--- config.mk ---
export PLATFORM = sky130hd
export DESIGN_NAME = sync_fifo
export DESIGN_NICKNAME = d
export VERILOG_FILES = /design/src/rtl/sync_fifo.sv
export SDC_FILE = /design/constraint.sdc
export NUM_CORES = 1
export LEC_CHECK = 0
export BUFFER_PORTS_ARGS = -buffer_cell sky130_fd_sc_hd__buf_4
export CORE_MARGIN = 5
export CORE_UTILIZATION = 35
export DETAILED_ROUTE_END_ITERATION = 16
export PLACE_DENSITY = 0.55
export SLEW_MARGIN = 20
export SYNTH_ARGS = -nofsm -noshare
export SYNTH_HDL_FRONTEND = slang
export SYNTH_SLANG_ARGS = --single-unit
--- constraint.sdc ---
create_clock -name clock -period 2.51 [get_ports clock]
set_input_delay 0.502 -clock clock [delete_from_list [all_inputs] [get_ports clock]]
set_output_delay 0.502 -clock clock [all_outputs]
set_load 0.01 [all_outputs]
--- src/rtl/sync_fifo.sv ---
// Show-ahead synchronous FIFO with ready/valid handshakes, count and almost_full.
// Define SYNC_FIFO_FLUSH_EN to add a synchronous flush input.
module sync_fifo #(
  parameter int dw = 8,
  parameter int depth = 16,
  parameter int af_level = depth - 2,
  localparam int aw = $clog2(depth)
) (
  input  logic          clock,
  input  logic          reset,
`ifdef SYNC_FIFO_FLUSH_EN
  input  logic          flush,
`endif
  input  logic [dw-1:0] in_data,
  input  logic          in_valid,
  output logic          in_ready,
  output logic [dw-1:0] out_data,
  output logic          out_valid,
  input  logic          out_ready,
  output logic [aw:0]   count,
  output logic          almost_full
);

  localparam logic [aw:0] FULL_C = (aw+1)'(depth);
  localparam logic [aw:0] AF_C = (aw+1)'(af_level);

  logic [dw-1:0] mem [depth];
  logic [aw-1:0] wr_ptr;
  logic [aw-1:0] rd_ptr;
  logic          push;
  logic          pop;
  logic          clr;

`ifdef SYNC_FIFO_FLUSH_EN
  assign clr = flush;
`else
  assign clr = 1'b0;
`endif

  assign in_ready    = (count != FULL_C);
  assign out_valid   = (count != '0);
  assign almost_full = (count >= AF_C);
  assign push        = in_valid && in_ready;
  assign pop         = out_valid && out_ready;
  assign out_data    = mem[rd_ptr];

  // Storage is deliberately left unreset.
  always_ff @(posedge clock) begin
    if (push && !reset && !clr)
      mem[wr_ptr] <= in_data;
  end

  always_ff @(posedge clock) begin
    if (reset || clr) begin
      wr_ptr <= '0;
      rd_ptr <= '0;
      count  <= '0;
    end else begin
      if (push)
        wr_ptr <= wr_ptr + 1'b1;
      if (pop)
        rd_ptr <= rd_ptr + 1'b1;
      if (push && !pop)
        count <= count + 1'b1;
      else if (pop && !push)
        count <= count - 1'b1;
    end
  end

endmodule

# == Word level (Yosys, flattened, before mapping) ==
# Memories as Yosys holds them, arrays and structs flattened. A register that Yosys moved wholly into a read port is not among the register bits.
# Cells that the tools add are included.
# classes
magnitude_cmp,1
reduce_logical,10
n_mux,6
eq_ne,1
addsub,4
# ops
cell,count
two-way mux 5 bit,2
adder 4 x 1 -> 4 bit (second input constant),2
two-way mux 4 bit,2
adder 5 x 1 -> 5 bit (second input constant),1
greater-or-equal comparator 5 x 4 -> 1 bit (second input constant),1
logical AND 1 bit,5
inequality test 5 bit (second input constant),1
nonzero test 5 bit,1
subtractor 5 x 1 -> 5 bit (second input constant),1
zero test 1 bit,3
two-way mux 1 bit,2
nonzero test 2 bit,1
# word_totals
out_inout_bits,16
ram_bits,128
wordCells,26
register_bits,13
n_memories,1
# mem_list
memory,words,width,rd,rd_clocked_by_memory_dff,wr,line,source
mem,16,8,1,1,1,27,logic [dw-1:0] mem [depth];

# == Logic depth before layout (Yosys ltp) ==
# Gate-level depths: netlist (run 1).
# logic_depth
depth_word,6
ltp_mapped,9

# == Least setup slack after synthesis (run 1) ==
# OpenSTA, ideal clock, no wires.
# synth_timing
path_kind,reg-to-reg
from,reg count[0]
to,reg count[4]
stages_incl_launch_ff,10
setup_slack_ps,-102
required_ps,2389
setup_time_ps,121
arrival_ps,2491
path_buffers,0
cell_sequence,dfxtp_1 > or4_4 > o21ai_4 > ha_1 > inv_1 > ha_1 > a21oi_1 > a211oi_1 > a31oi_1 > mux2_2
# synth_via
elab_chain_cells,5
word_cells_on_any_way,13
classes_between,add/sub (2); eq/ne (1); mux (2); reduce/logical (8)
# synth_lines
element,line,source
start: declaration,20,"output logic [aw:0] count,"
start signal: assignment,64,count <= count + 1'b1;
start signal: assignment,66,count <= count - 1'b1;
"parallel branches: the longest is 5 deep, another holds subtractor 5 x 1 -> 5 bit",n/a,
# Parallel ways; which one is timed is not known. The select of a mux whose other input is x is not followed.
# A chain may end at the register's enable or synchronous reset.

==> impl_metrics.ini, run 1 <==
[routing]
num_vias = 3014
routed_wl_microns = 12200
wire_per_inst_microns = 19.9
drc_errors = 0
ant_nets = 0
via_per_inst = 4.93
dr.pass1.iters = 4
first_iter_violations = 181

[timing]
hold_viol_final = 0
worst_pin_slew_ns = 1.01
period_minus_slack_ns = 2.54
timing.hold.ws_ns = 0.396
finalSetupViolCount = 4
rsz0062_at_grt = yes
finalClockSkew_ns = 0.00596
fin_ws_ns = -0.0314
slew_violations = 0
period_share_pct = 101
max_slew_margin_pct = 32.3
fmax_mhz = 393

[placement]
io_buffer_count = 27
dp_hpwl_microns = 7770
dpl_worst_slack_ns = 0.0360
place_congestion = 0.802
place_inst = 572

[logic_synthesis]
netlist_area_sq_um = 5760
synthFlopType = edfxtp_1
synth_seq_cells = 145
async_reset_ff_share_pct = 0
syn_avg_cell_area_sq_um = 18.4
synth_warnings = 0
yosysSeqAreaShare_pct = 72.7
ys_types = 36
synth_edf_count = 128
synth_nets = 336
synth_cells = 313

[job]
cap_violations = 0

[min_path]
min_path_type = in -> reg

[clock_network]
clk_path_buf_depth = 2
worstSkewPairLatency_ns = 0.41
hold_buffers = 0
clkSinkCount = 145
cts_htree_levels = 4
clkTransAtPathRegs_ns = 0.06
cts_tree = yes
cts_made_buffers = 17
cts_root_buf = clkbuf_16

[setup_path]
critical-path-max-stage-delay_ns = 0.51
cp_max_fo = 5
endpoint_kind = output port
crit_chain = buf_12 > buf_16 > mux4_2 > a22oi_2 > nand2_1 > buf_6
crit_arrival_ns = 2.04
cp_slowest_cell = mux4_2
start_kind = flop
critical_path_class = reg -> out
required_ns = 2.01

[power]
netSwitchingFraction_pct = 27.1
power_frac_seq_pct = 37.9
p_leak_nw = 2.47
pwr-share-comb_pct = 29.9
power_density_nw_per_um2 = 1040
p_clk_share_pct = 32.2
p_int_mw = 5.52
irDropWorstVdd_mv = 0.566
power_switching_mw = 2.05

[finish]
final_layout_size_suffix_gt1_share_pct = 39.5
fin_nets = 407
fin_cells = 611
diodes = 0
nFillCells = 1425
area_growth_pct = 26.8

[grt]
grt_pass1_wl_microns = 19200
grt-ovfl-total = 0
grt.total_usage_pct = 13.5
grt_max_degree = 33
antenna_found_initial = 0
grt_pass1_vias = 3300

[run_status]
status = complete, but fails checks
violations = negative setup slack

[floorplanning]
die_x_microns = 138
row_count = 46
ioPinCount = 28
die_y_microns = 138
initial_core_util_pct = 36.0
core_area_sq_um = 16000
die_area_sq_um = 19100
==> sequential cells by signal (all words and copies together) (netlist names), named ones only <==
name	flops
wr_ptr	4
count	5
rd_ptr	4
mem	128
==> power by group through the flow <==
stage,clock (mW),sequential [mW],combinational (mW)
2_1_floorplan,0,2.87,1.22
3_3_place_gp,0,2.88,1.87
3_5_place_dp,0,2.90,1.91
4_1_cts,2.49,2.87,2.30
5_1_grt,2.61,2.88,2.45
6_report,2.44,2.87,2.26
==> critical path, delay by kind of cell, from the launching register on <==
family          cells  cell delay, ns
mux                 1            0.51
flops               1            0.44
compound gates      1            0.17
simple gates        1            0.10
buf+inv             3            0.39
==> layout by cell type, fill, tap and decap left out, types with 4 or more instances in the layout <==
cell type and n:
mux4_2 32, xor2_1 6, buf_6 11, inv_1 5
edfxtp_1 128, ha_1 8, buf_12 5, clkinvlp_4 4
nor2_1 34, clkinv_2 6, a22oi_2 16, clkbuf_16 17
buf_4 48, dfxtp_1 15, nand2_1 15
==> area by class of cell <==
cell class | instances | area (sq um) | share of cell area [%]
timing repair buffer | 66 | 639 | 8.76
inverter | 6 | 26.3 | 0.360
sequential | 145 | 4190 | 57.4
tap | 216 | 270 | 3.70
multi-input combinational | 148 | 1600 | 21.9
clock buffer | 17 | 425 | 5.83
clock inverter | 13 | 146 | 2.01
==> stage by stage <==
step	util, %	TNS [ns]	power (mW)	area [sq um]
2_1_floorplan	-	0	4.10	5790
3_3_place_gp	40.3	0	4.76	6450
3_5_place_dp	40.3	0	4.81	6450
4_1_cts	45.5	-0.375	7.66	7280
5_1_grt	45.6	-0.776	7.95	7300
6_report	45.6	-0.0583	7.57	7300
==> routing by layer <==
metal / GRT usage (%) / vias to the layer above / share of wire, %
met2: 21.9 / 74 / 50
met3: 3.52 / 12 / 4.4
met4: 5.30 / 0 / 1.5
met1: 17.4 / 1552 / 44
met5: 0 / - / 0
li1: - / 1376 / -
==> cell usage after synthesis, types with 2 or more instances <==
master	number	area, sq um
a21oi_1	4	20.0
a22oi_1	16	120
buf_1	4	15.0
buf_2	2	10.0
buf_4	2	15.0
clkbuf_1	6	22.5
dfxtp_1	17	340
edfxtp_1	128	3840
ha_1	10	125
inv_1	6	22.5
mux2i_1	2	20.0
mux4_2	32	721
nand2_1	17	63.8
nand3_1	2	10.0
nand3b_1	2	15.0
nor2_1	34	128
nor2b_1	3	18.8
o211ai_1	2	15.0
xnor2_1	2	17.5
xor2_1	6	52.6
==> worst paths after layout <==
kind / from / endpoint / slack (ns) / cells after the start
max: flop / out_data[3] / -0.03 / 6
min: in_data[2] / mem[9][2]$_DFFE_PP_ / 0.40 / 1
max reg2reg: count[1]$_SDFFE_PP0P_ / count[4]$_SDFFE_PP0P_ / 0 / 9
min reg2reg: rd_ptr[3]$_SDFFE_PP0P_ / flop / 0.55 / 2
==> repair_timing <==
action	in CTS	in global routing
pin swaps	11	9
setup endpoints to repair	8	9
gates cloned	3	0
setup buffers	6	1
gates resized for setup	28	9
==> logic make-up after synthesis <==
family / Yosys count / synth area share, %
and+or+nand+nor: 65 / 4.93
muxes: 36 / 13.3
AOI/OAI and AO/OA: 28 / 3.91
xor gates and xnor gates: 8 / 1.22
buffers and inverters: 20 / 1.48
adders and majority gates: 11 / 2.52
DFF: 145 / 72.7
Power figures use the tool's default switching activity.
==> run 2, diff against run 1 <==
--- a/config.mk
+++ b/config.mk
@@ -12,2 +12,3 @@
 export PLACE_DENSITY = 0.55
+export RECOVER_POWER = 25
 export SLEW_MARGIN = 20
==> constraint.sdc (replaced) <==
create_clock -name clock -period 2.51 [get_ports clock]
set_input_delay 0.753 -clock clock [delete_from_list [all_inputs] [get_ports clock]]
set_output_delay 0.753 -clock clock [all_outputs]
set_load 0.01 [all_outputs]
==> run 2 against run 1 <==
  * The flow still finishes with violations (negative setup slack)
  * Global-route usage decreased by 0.73 points
  * Sequential share of layout area is 0.98 points higher
  * Non-clock buffer count decreased by 4
  * Critical path depth unchanged
  * Worst hold slack improved by 0.14 ns
  * Cell count down 0.49%
  * Sequential power hardly changed
  * Clock power shrank 6%
  * Critical path type unchanged
  * Critical endpoint is now out_data[0]
  * Highest routed layer unchanged
==> impl_metrics.ini, run 2 (same netlist as run 1, synthesis figures left out) <==
[finish]
final_cell_mix = edfxtp_1 (128), buf_4 (45), nor2_1 (34)
fin_cells = 608
final_layout_size_suffix_gt1_share_pct = 34.9
area_growth_pct = 24.6
reg_top3 = mem x128, count x5
fin_nets = 403
regMostFlops = mem
largest_reg_flops = 128
fin_util_pct = 44.8
diodes = 0
layout_commonest_cell = edfxtp_1

[grt]
grt_max_degree = 33
grt.total_usage_pct = 12.7
grt-ovfl-total = 0
grt_pass1_wl_microns = 18300
antenna_found_initial = 0
grt_pass1_vias = 3159

[routing]
first_iter_violations = 181
wl_met3_microns = 578
wire_per_inst_microns = 19.4
highest_layer = met4
routed_wl_microns = 11800
num_vias = 2989
ant_nets = 0
route.met2.wl_microns = 5980
dr.pass1.iters = 4
wirelength_met1_microns = 5090
drc_errors = 0
via_per_inst = 4.92

[job]
cap_violations = 0

[run_status]
violations = negative setup slack
status = complete, but fails checks

[timing]
max_slew_margin_pct = 40.4
slew_violations = 0
timing.hold.ws_ns = 0.535
worst_pin_slew_ns = 0.890
fin_ws_ns = -0.258
period_share_pct = 110
period_minus_slack_ns = 2.77
finalSetupViolCount = 8
hold_viol_final = 0
fmax_mhz = 361
rsz0062_at_grt = yes
finalClockSkew_ns = 0.00337

[power]
p_clk_share_pct = 31.5
power_switching_mw = 1.97
p_int_mw = 5.35
irDropWorstVdd_mv = 0.623
power_density_nw_per_um2 = 1020
netSwitchingFraction_pct = 26.9
pwr-share-comb_pct = 29.3
p_leak_nw = 2.41
power_frac_seq_pct = 39.2

[clock_network]
clkSinkCount = 145
worstSkewPairLatency_ns = 0.41
clkTransAtPathRegs_ns = 0.05
cts_made_buffers = 17
cts_tree = yes
clk_path_buf_depth = 2
cts_htree_levels = 4
cts_root_buf = clkbuf_16

[setup_path]
required_ns = 1.76
crit_arrival_ns = 2.02
cp_max_fo = 6
critPathBufInv = 3
crit_chain = buf_12 > buf_4 > mux4_2 > a22oi_1 > nand2_1 > buf_4
start_kind = flop
critical-path-max-stage-delay_ns = 0.48
crit_top_cell = buf_4
crit_family = multiplexers
cp_slowest_cell = mux4_2
endpoint_kind = output port
critical_path_class = reg -> out

[min_path]
min_path_type = reg -> reg

[placement]
dp_hpwl_microns = 7780
io_buffer_count = 27
place_inst = 571
place_congestion = 0.780

[floorplanning]
initial_core_util_pct = 36.0
die_x_microns = 138
core_area_sq_um = 16000
die_area_sq_um = 19100
die_y_microns = 138
ioPinCount = 28
row_count = 46
run 2: layout make-up:
type                       instances  area [sq um]
inverter                           6          22.5
timing repair buffer              62           571
sequential                       145          4190
clock buffer                      23           448
tap                              216           270
fill                            1456          8820
multi-input combinational        148          1590
clock inverter                     8          88.8
run 2: timing repair:
action                     4_1_cts  5_1_grt
buffers inserted                 2        1
pin swaps                        0        9
setup endpoints to repair        8        9
hold buffers                     0        0
gates resized for setup         10       13
cloned                           1        2
run 2: final timing paths:
| kind | slack, ns | end | cells past startpoint | start |
|---|---|---|---|---|
| setup / recovery | -0.26 | out_data[0] | 6 | flop |
| hold / removal | 0.53 | rd_ptr[3]$_SDFFE_PP0P_ | 2 | rd_ptr[3]$_SDFFE_PP0P_ |
| setup reg to reg | 0.06 | count[4]$_SDFFE_PP0P_ | 9 | count[3]$_SDFFE_PP0P_ |
| hold reg to reg | 0.53 | rd_ptr[3]$_SDFFE_PP0P_ | 2 | rd_ptr[3]$_SDFFE_PP0P_ |
run 2: per-stage QoR:
step	area [sq um]	total power, mW	worst slack, ns	setup TNS [ns]
final	7180	7.31	-0.258	-1.92
after CTS	7080	7.27	-0.295	-2.24
after detailed placement	6450	4.82	-0.0193	-0.0193
after global placement	6450	4.78	0.0347	0
after global routing	7180	7.70	-0.340	-2.66
after floorplan	5790	4.10	0.0250	0
run 2: power by group through the flow:
stage	clock network (mW)	registers, mW	logic, mW
after floorplan	0	2.87	1.22
after global placement	0	2.88	1.90
after detailed placement	0	2.89	1.93
after CTS	2.35	2.86	2.06
after global routing	2.47	2.89	2.34
final	2.30	2.87	2.15
run 2: worst register-to-register path: cells and delay by family (launching register included):
kind / cells / cell delay, ns
AO/OA/AOI/OAI: 4 / 0.62
flip-flops: 1 / 0.32
AND/OR/NAND/NOR: 1 / 0.55
adder cells (fa/ha/maj): 2 / 0.40
buffers and inverters: 1 / 0.11
multiplexers: 1 / 0.35
run 2: metal layers:
layer / global-route usage [%] / up-vias
li1: - / 1371
met1: 16.3 / 1534
met2: 21.1 / 72
met3: 3.62 / 12
met4: 4.06 / 0
met5: 0 / -
==> run 3, diff against run 2 <==
Settings changed: ABC_AREA from default to 1, GPL_ROUTABILITY_DRIVEN from default to 0.
==> run 3 against run 2 <==
  * The flow now finishes without violations
  * First-iteration DRC count rose by 30%
  * Synthesized area up 14%
  * Worst hold slack got worse by 0.018 ns
  * Cell area up 9.4%
  * Non-clock buffer count is 4 lower
  * Utilization shrank 2.6 points
==> impl_metrics.ini, run 3 <==
[clock_network]
cts_tree = yes
clkSinkCount = 145
hold_buffers = 0
clk_path_buf_depth = 2
cts_htree_levels = 4
cts_made_buffers = 17
cts_root_buf = clkbuf_16
worstSkewPairLatency_ns = 0.42
clkTransAtPathRegs_ns = 0.06

[finish]
multiInputGateArea_sq_um = 1740
layout_commonest_cell = nand2_1
area_growth_pct = 19.9
seqCellArea_sq_um = 4190
fin_nets = 734
largest_reg_flops = 128
diodes = 0
final_cell_mix = nand2_1 (184), edfxtp_1 (128), inv_1 (117)
fin_util_pct = 42.2
final_layout_size_suffix_gt1_share_pct = 14.1
reg_top3 = mem x128, count x5
regMostFlops = mem
nFillCells = 1778

[floorplanning]
die_area_sq_um = 21500
ioPinCount = 28
row_count = 50
die_x_microns = 147
initial_core_util_pct = 35.2
core_area_sq_um = 18600
die_y_microns = 147

[timing]
max_slew_margin_pct = 52.6
slew_violations = 0
finalSetupViolCount = 0
rsz0062_at_grt = yes
period_minus_slack_ns = 2.43
fin_ws_ns = 0.0826
finalClockSkew_ns = 0.00571
setup_tns_ns = 0
worst_pin_slew_ns = 0.711
hold_viol_final = 0
fmax_mhz = 412
period_share_pct = 96.7

[power]
power_density_nw_per_um2 = 960
p_leak_nw = 3.38
irDropWorstVdd_mv = 0.567
finalPower_mw = 7.53

[logic_synthesis]
synth_seq_cells = 145
synth_cells = 659
synth_edf_count = 128
yosysMostFrequentCell = nand2_1
ys_types = 25
synth_compound_area_share_pct = 1.34
yosysSeqAreaShare_pct = 63.9
synth_nets = 682
synthFlopType = edfxtp_1
synth_warnings = 0
syn_avg_cell_area_sq_um = 9.94
netlist_top_cells_area = edfxtp_1 (59%), nand2_1 (11%), nand3_1 (8.3%), inv_1 (6.7%), dfxtp_1 (5.2%)
netlist_area_sq_um = 6550
synth_mux_area_share_pct = 0
synthXorXnorAreaFrac_pct = 0.401
synth_top_area_share_pct = 58.7
async_reset_ff_share_pct = 0
synth_top_area_cell = edfxtp_1
synthSimpleGateAreaFrac_pct = 22.5
synth_top_family_by_area = simple AND/OR/NAND/NOR gates
synth_commonest_cells = nand2_1 (187), edfxtp_1 (128), inv_1 (117)
synth_fa_ha_area_share_pct = 2.22

[min_path]
min_path_type = reg -> reg

[routing]
dr.pass1.iters = 5
drc_errors = 0
routed_wl_microns = 14200
via_per_inst = 4.61
num_vias = 4418
ant_nets = 0
wire_per_inst_microns = 14.9
first_iter_violations = 236

[setup_path]
crit_arrival_ns = 1.67
endpoint_kind = output port
required_ns = 1.76
critical_path_class = reg -> out
crit_chain = inv_8 > buf_12 > nand2_1 > nand3_1 > nand3_1 > nand3_1 > nand2_2 > buf_4
cp_slowest_cell = dfxtp_4
crit_top_cell = nand3_1
start_kind = flop
cp_max_fo = 16
critical-path-max-stage-delay_ns = 0.39

[placement]
dp_hpwl_microns = 9270
io_buffer_count = 27
dpl_worst_slack_ns = 0.235

[run_status]
status = completed

[grt]
grt_pass1_wl_microns = 22800
grt.total_usage_pct = 13.7
antenna_found_initial = 0
grt_max_degree = 33
grt-ovfl-total = 0
grt_pass1_vias = 4304

[job]
cap_violations = 0
run 3: cell types whose count changed after synthesis, moves of 5 or more:
| cell | delta |
|---|---|
| clkbuf_1 | -5 |
| inv_1 | +111 |
| buf_6 | +7 |
| o21ai_0 | +7 |
| nand2_1 | +170 |
| a21oi_1 | +5 |
| a22oi_1 | -16 |
| nand3_1 | +106 |
| buf_2 | +12 |
| mux4_2 | -32 |
run 3: report_power, final:
part	total (mW)	internal, mW	switching, mW
clock	2.66	1.67	0.992
sequential	2.86	2.73	0.134
combinational	2.01	0.811	1.19
total	7.53	5.21	2.32
run 3: logic make-up (layout without fill, tap and decap cells):
group | count (synthesis) | in the layout
buffers and inverters | 146 | 211
DFF | 145 | 145
xor gates and xnor gates | 3 | 3
adders and majority gates | 11 | 11
AOI/OAI and AO/OA | 17 | 17
and+or+nand+nor | 337 | 337
run 3: final cells by class:
class / count / area share [%]
Sequential cell: 145 / 53.4
Tap cell: 234 / 3.73
Inverter: 121 / 5.98
Clock inverter: 15 / 2.63
Multi-Input combinational cell: 368 / 22.2
Timing Repair Buffer: 58 / 6.71
Clock buffer: 17 / 5.42
run 3: through the flow:
| stage | std cells | instance area, sq um | hold WS [ns] |
|---|---|---|---|
| after global placement | 922 | 7100 | 0.511 |
| after CTS | 956 | 7800 | 0.520 |
| final | 958 | 7850 | 0.516 |
| after global routing | 958 | 7850 | 0.532 |
| after detailed placement | 922 | 7100 | 0.508 |
| after floorplan | 659 | 6550 | 0.470 |
run 3: path summary, 6_finish.rpt:
kind | depth (start not counted) | startpoint | slack [ns] | end
setup / recovery | 8 | flop | 0.08 | out_data[7]
hold / removal | 2 | rd_ptr[2]$_SDFFE_PP0P_ | 0.52 | rd_ptr[2]$_SDFFE_PP0P_
hold reg to reg | 2 | rd_ptr[2]$_SDFFE_PP0P_ | 0.52 | rd_ptr[2]$_SDFFE_PP0P_
setup reg to reg | 13 | count[1]$_SDFFE_PP0P_ | 0.39 | count[3]$_SDFFE_PP0P_
run 3: metal layers:
layer	vias up	track usage, %	routed length (microns)
met1	2073	18.3	6500
met3	12	4.13	846
li1	2228	-	-
met4	0	4.47	157
met5	-	0	0
met2	105	21.5	6730
run 3: what timing repair did:
item,4_1_cts,5_1_grt
setup buffers,0,1
endpoints found under the hold margin,0,0
resized for setup,8,12
endpoints found under the setup margin,6,8
cloned,2,1
run 3: critical path, delay by kind of cell (launching register included):
| family | cells | cell delay, ns |
|---|---|---|
| flip-flops | 1 | 0.39 |
| AND/OR/NAND/NOR | 5 | 0.45 |
| buffers and inverters | 3 | 0.41 |
